===== config.mk =====
export PLATFORM = sky130hd
export DESIGN_NAME = mem_port_arbiter
export DESIGN_NICKNAME = d
export VERILOG_FILES = /design/src/rtl/mem_port_arbiter_pkg.sv /design/src/rtl/cl_arb_priority.sv /design/src/rtl/mem_port_arbiter.sv
export SDC_FILE = /design/constraint.sdc
export NUM_CORES = 1
export LEC_CHECK = 0
export ABC_AREA = 0
export ABC_CLOCK_PERIOD_IN_PS = 1250
export BUFFER_PORTS_ARGS = -buffer_cell sky130_fd_sc_hd__buf_4
export CORE_AREA = 3 3 91 93
export DETAILED_ROUTE_END_ITERATION = 16
export DIE_AREA = 0 0 94 96
export GPL_ROUTABILITY_DRIVEN = 0
export GPL_TIMING_DRIVEN = 0
export HOLD_SLACK_MARGIN = 0.12
export PLACE_DENSITY = 0.67
export SETUP_SLACK_MARGIN = 0.05
export SYNTH_ARGS = -nofsm -noshare
export SYNTH_HDL_FRONTEND = slang
export SYNTH_HIERARCHICAL = 1
export SYNTH_SLANG_ARGS = --single-unit

===== constraint.sdc =====
create_clock -name clk -period 1.25 [get_ports clk]
set_input_delay 0.125 -clock clk [delete_from_list [all_inputs] [get_ports clk]]
set_output_delay 0.125 -clock clk [all_outputs]
set_load 0.005 [all_outputs]

===== src/rtl/mem_port_arbiter_pkg.sv =====
// Shared definitions for the memory port arbiter: core state, read-owner tags
// and the starvation counter width helper.
package mem_port_arbiter_pkg;

    typedef enum logic [1:0] {
        IDLE = 2'd0,
        RUN  = 2'd1,
        ERR  = 2'd2
    } state_e;

    typedef enum logic [1:0] {
        OWN_NONE = 2'd0,
        OWN_CORE = 2'd1,
        OWN_NET  = 2'd2
    } arb_owner_e;

    // A limit of 0 still needs a 1-bit register; it simply never leaves 0.
    function automatic int unsigned starve_cnt_w(input int unsigned max_wait);
        return (max_wait > 0) ? $clog2(max_wait + 1) : 1;
    endfunction

endpackage


===== src/rtl/cl_arb_priority.sv =====
// Combinational grant selection between the core and network requesters,
// driven by core state and the starvation-hit flag.
module cl_arb_priority
    import mem_port_arbiter_pkg::*;
(
    input  state_e state_i,
    input  logic   core_req_i,
    input  logic   net_req_i,
    input  logic   starve_hit_i,
    output logic   core_gnt_o,
    output logic   net_gnt_o
);

    always_comb begin
        core_gnt_o = 1'b0;
        net_gnt_o  = 1'b0;
        case (state_i)
            RUN: begin
                if (starve_hit_i && net_req_i) begin
                    net_gnt_o = 1'b1;
                end else if (core_req_i) begin
                    core_gnt_o = 1'b1;
                end else begin
                    net_gnt_o = net_req_i;
                end
            end
            IDLE, ERR: net_gnt_o = net_req_i;
            default: ;
        endcase
    end

endmodule


===== src/rtl/mem_port_arbiter.sv =====
// Single-port memory arbiter between a core and a network requester.
// Define ARB_STARVE_EN to bound network starvation in RUN via STARVE_MAX.
module mem_port_arbiter
    import mem_port_arbiter_pkg::*;
#(
    parameter int DATA_W     = 32,
    parameter int ADDR_W     = 10,
    parameter int STARVE_MAX = 4
) (
    input  logic              clk,
    input  logic              n_reset,
    input  state_e            core_state_i,
    input  logic              core_req_i,
    input  logic              core_we_i,
    input  logic [ADDR_W-1:0] core_addr_i,
    input  logic [DATA_W-1:0] core_wdata_i,
    output logic              core_gnt_o,
    output logic              core_stall_o,
    output logic              core_rvalid_o,
    output logic [DATA_W-1:0] core_rdata_o,
    input  logic              net_req_i,
    input  logic              net_we_i,
    input  logic [ADDR_W-1:0] net_addr_i,
    input  logic [DATA_W-1:0] net_wdata_i,
    output logic              net_gnt_o,
    output logic              net_rvalid_o,
    output logic [DATA_W-1:0] net_rdata_o,
    output logic              mem_en_o,
    output logic              mem_we_o,
    output logic [ADDR_W-1:0] mem_addr_o,
    output logic [DATA_W-1:0] mem_wdata_o,
    input  logic [DATA_W-1:0] mem_rdata_i
);

    logic       core_gnt_raw;
    logic       net_gnt_raw;
    logic       starve_hit;
    arb_owner_e owner_q;
    arb_owner_e owner_d;

`ifdef ARB_STARVE_EN
    localparam int unsigned CNT_W = starve_cnt_w(STARVE_MAX);
    localparam logic [CNT_W-1:0] CNT_MAX = CNT_W'(STARVE_MAX);

    logic [CNT_W-1:0] starve_cnt;

    always_ff @(posedge clk or negedge n_reset) begin
        if (!n_reset) begin
            starve_cnt <= '0;
        end else if (!net_req_i || net_gnt_o) begin
            starve_cnt <= '0;
        end else if (starve_cnt != CNT_MAX) begin
            starve_cnt <= starve_cnt + CNT_W'(1);
        end
    end

    assign starve_hit = (starve_cnt == CNT_MAX);
`else
    // Counter compiled out: the comparison is constant false.
    assign starve_hit = (STARVE_MAX < 0);
`endif

    cl_arb_priority u_prio (
        .state_i      (core_state_i),
        .core_req_i   (core_req_i),
        .net_req_i    (net_req_i),
        .starve_hit_i (starve_hit),
        .core_gnt_o   (core_gnt_raw),
        .net_gnt_o    (net_gnt_raw)
    );

    // Grants are combinational, so they must be masked during reset too.
    assign core_gnt_o   = core_gnt_raw & n_reset;
    assign net_gnt_o    = net_gnt_raw & n_reset;
    assign core_stall_o = core_req_i & ~core_gnt_o;
    assign mem_en_o     = core_gnt_o | net_gnt_o;

    always_comb begin
        mem_we_o    = 1'b0;
        mem_addr_o  = '0;
        mem_wdata_o = '0;
        owner_d     = OWN_NONE;
        if (core_gnt_o) begin
            mem_we_o    = core_we_i;
            mem_addr_o  = core_addr_i;
            mem_wdata_o = core_wdata_i;
            if (!core_we_i) owner_d = OWN_CORE;
        end else if (net_gnt_o) begin
            mem_we_o    = net_we_i;
            mem_addr_o  = net_addr_i;
            mem_wdata_o = net_wdata_i;
            if (!net_we_i) owner_d = OWN_NET;
        end
    end

    always_ff @(posedge clk or negedge n_reset) begin
        if (!n_reset) begin
            owner_q <= OWN_NONE;
        end else begin
            owner_q <= owner_d;
        end
    end

    assign core_rvalid_o = (owner_q == OWN_CORE);
    assign net_rvalid_o  = (owner_q == OWN_NET);
    assign core_rdata_o  = core_rvalid_o ? mem_rdata_i : '0;
    assign net_rdata_o   = net_rvalid_o ? mem_rdata_i : '0;

endmodule


==> impl_metrics.yaml <==
status:
  status: "complete, but fails checks"
  violations: "setup timing"
die:
  start_util: 0.180
  fp.coreArea_mm2: 0.00761
  num_rows: 32
  die_w_um: 94
  dieArea_mm2: 0.00902
  pin_count: 237
  die_h_um: 96
global_routing:
  grt_antenna_before_repair: 0
  track_usage: 0.181
  grt_pass1_wl_um: 13100
  grt_max_degree: 11
  grt_overflow: 0
  grt_pass1_vias: 2546
detailed_routing:
  wl_met3_um: 879
  wl_met2_um: 5320
  totalWireLength_um: 9550
  wl_per_cell_um: 16.0
  drt_iter0_markers: 55
  vias: 2744
  antenna_left: 0
  drc_errors: 0
  top_layer_used: "met4"
  drtPass1Iterations: 4
  vias_per_cell: 4.59
  met1_length_um: 3300
timing:
  min_period_ps: 1430
  setup_viol: 110
  grt_setup_unrepaired: "yes"
  fmax_mhz: 698
  fin_crit_sh: 1.15
  hold_viol: 0
  drv_slew: 0
  whs_ps: 296
  setup_ws_ps: -182
power:
  combPwrFrac: 0.767
  power.internal_w: 0.000892
  p_total_w: 0.00136
  clockPowerShare: 0.183
  power_frac_seq: 0.050
  p_leak_nw: 2.13
  swShare: 0.345
  ir_drop_uv: 272
  p_per_area_mw_per_mm2: 319
  p_sw_w: 0.000469
clocking:
  cts_buffer_depth: 2
  cts_made_buffers: 3
  cts_tree: "yes"
  root_buffer: "clkbuf_8"
  cts.sinks: 2
  htreeDepth: 1
  path_clk_slew_ps: 30
synthesis:
  synth_async_sr_flop_share: 1.00
  yosys.area_share.adder: 0
  ys_seq_elements: 2
  synth_simple_gate_area_frac: 0.645
  synth_edf_count: 0
  yosysWarnings: 6
  yosysSeqAreaShare: 0.0365
  ys_types: 23
  ys.flop_type: "dfrtp_1"
  syn_inst: 235
  muxShareOfSynthArea: 0
  syn_avg_cell_area_um2: 5.83
  synth_top_family_by_area: "simple AND/OR/NAND/NOR gates"
  synth_area_mm2: 0.00137
  synth_xor_xnor_area_share: 0
  synth-compound-area-share: 0.201
cells_and_area:
  multi_input_area_mm2: 0.00166
  fillCellCount: 680
  seq_area_um2: 50.0
  drive_gt1_frac: 0.780
  final_cell_mix: "buf_4, and2_1, buf_6"
  largest-register: "owner_q"
  nets: 622
  layout_commonest_cell: "buf_4"
  n_antenna_cell: 0
  syn_to_final_growth_pct: 212
  largest_reg_flops: 2
  utilization: 0.562
  reg.largest.list: "owner_q: 2 flops"
setup_path:
  required_ps: 1120
  max_stage_delay_ps: 360
  startpoint_type: "flip-flop"
  cp.depth: 4
  end_kind: "output pin"
  critPathKind: "flip-flop to output pin"
  critPathArrivalTime_ps: 1310
  slowest_stage: "dfrtp_1"
  cp_top_family: "simple AND/OR/NAND/NOR gates"
  crit_path_max_fanout: 6
  critical_path_buf_inv_count: 2
  worstPathCellList: "and2b_4 > clkbuf_8 > and2_4 > buf_6"
placement:
  io_buffers: 236
  post-place-ws_ps: -441
  hpwl_um: 7000
worst_hold_path:
  holdCritPathClass: "input port to async pin"
job:
  max-cap-violations: 0
==> metrics by stage <==
stage / cell area [um2] / setup TNS (ps) / cells
after floorplan: 1370 / 0 / 236
after global placement: 3270 / -20510 / 574
final: 4270 / -13600 / 598
after CTS: 3970 / -12350 / 595
after global routing: 4270 / -20110 / 598
after detailed placement: 3270 / -23810 / 574
==> power by group through the flow <==
stage	Clock, W	Sequential [W]	Combinational, W
after floorplan	0	0.0000679	0.000244
after global placement	0	0.0000680	0.000751
after detailed placement	0	0.0000681	0.000764
after CTS	0.000261	0.0000676	0.000962
after global routing	0.000275	0.0000679	0.00111
final	0.000249	0.0000676	0.00104
==> cell type report <==
class,instances,area share
buffer,24,0.0644
clock buffer,3,0.00967
timing repair buffer,257,0.495
multi-input combinational,208,0.388
tap,102,0.0299
inverter,2,0.00176
sequential,2,0.0117
==> per-layer routing <==
metal | global-route usage | vias to the layer above
li1 | - | 1303
met1 | 0.202 | 1289
met2 | 0.352 | 148
met3 | 0.0430 | 4
met4 | 0.0253 | 0
met5 | 0 | -
==> logic make-up after synthesis <==
group | count (synthesis)
flip-flops | 2
other | 1
AO/OA/AOI/OAI | 46
buffers and inverters | 26
AND/OR/NAND/NOR | 160
==> cell usage after synthesis, types with 2 or more instances <==
cell type   n  share of area
inv_1       2         0.0055
buf_4       7          0.038
nand2b_1   14          0.064
clkbuf_1    5          0.014
buf_2       8          0.029
nand3_1    43           0.16
o21ai_1    10          0.037
dfrtp_1     2          0.037
o21ai_0    25          0.091
o21ai_2     8          0.051
buf_6       3          0.025
and2b_1     2          0.011
and2_1     65           0.30
nand2_1    32          0.088
==> worst paths after layout <==
path                             endpoint       startpoint  slack [ps]
setup / recovery           net_rdata_o[5]       owner_q[0]        -180
hold / removal                 owner_q[0]          n_reset         300
max in group asynchronous      owner_q[1]          n_reset         820
min in group clk               owner_q[0]  core_state_i[1]         430
==> timing repair <==
item | 4_1_cts | 5_1_grt
pin swaps | 40 | 22
gates resized for setup | 147 | 67
hold endpoints to repair | 4 | 0
buffers inserted | 7 | 4
setup endpoints to repair | 113 | 111
cloned | 8 | 0
hold buffers | 3 | 0
Note: power is estimated with default switching activity, not from simulation.
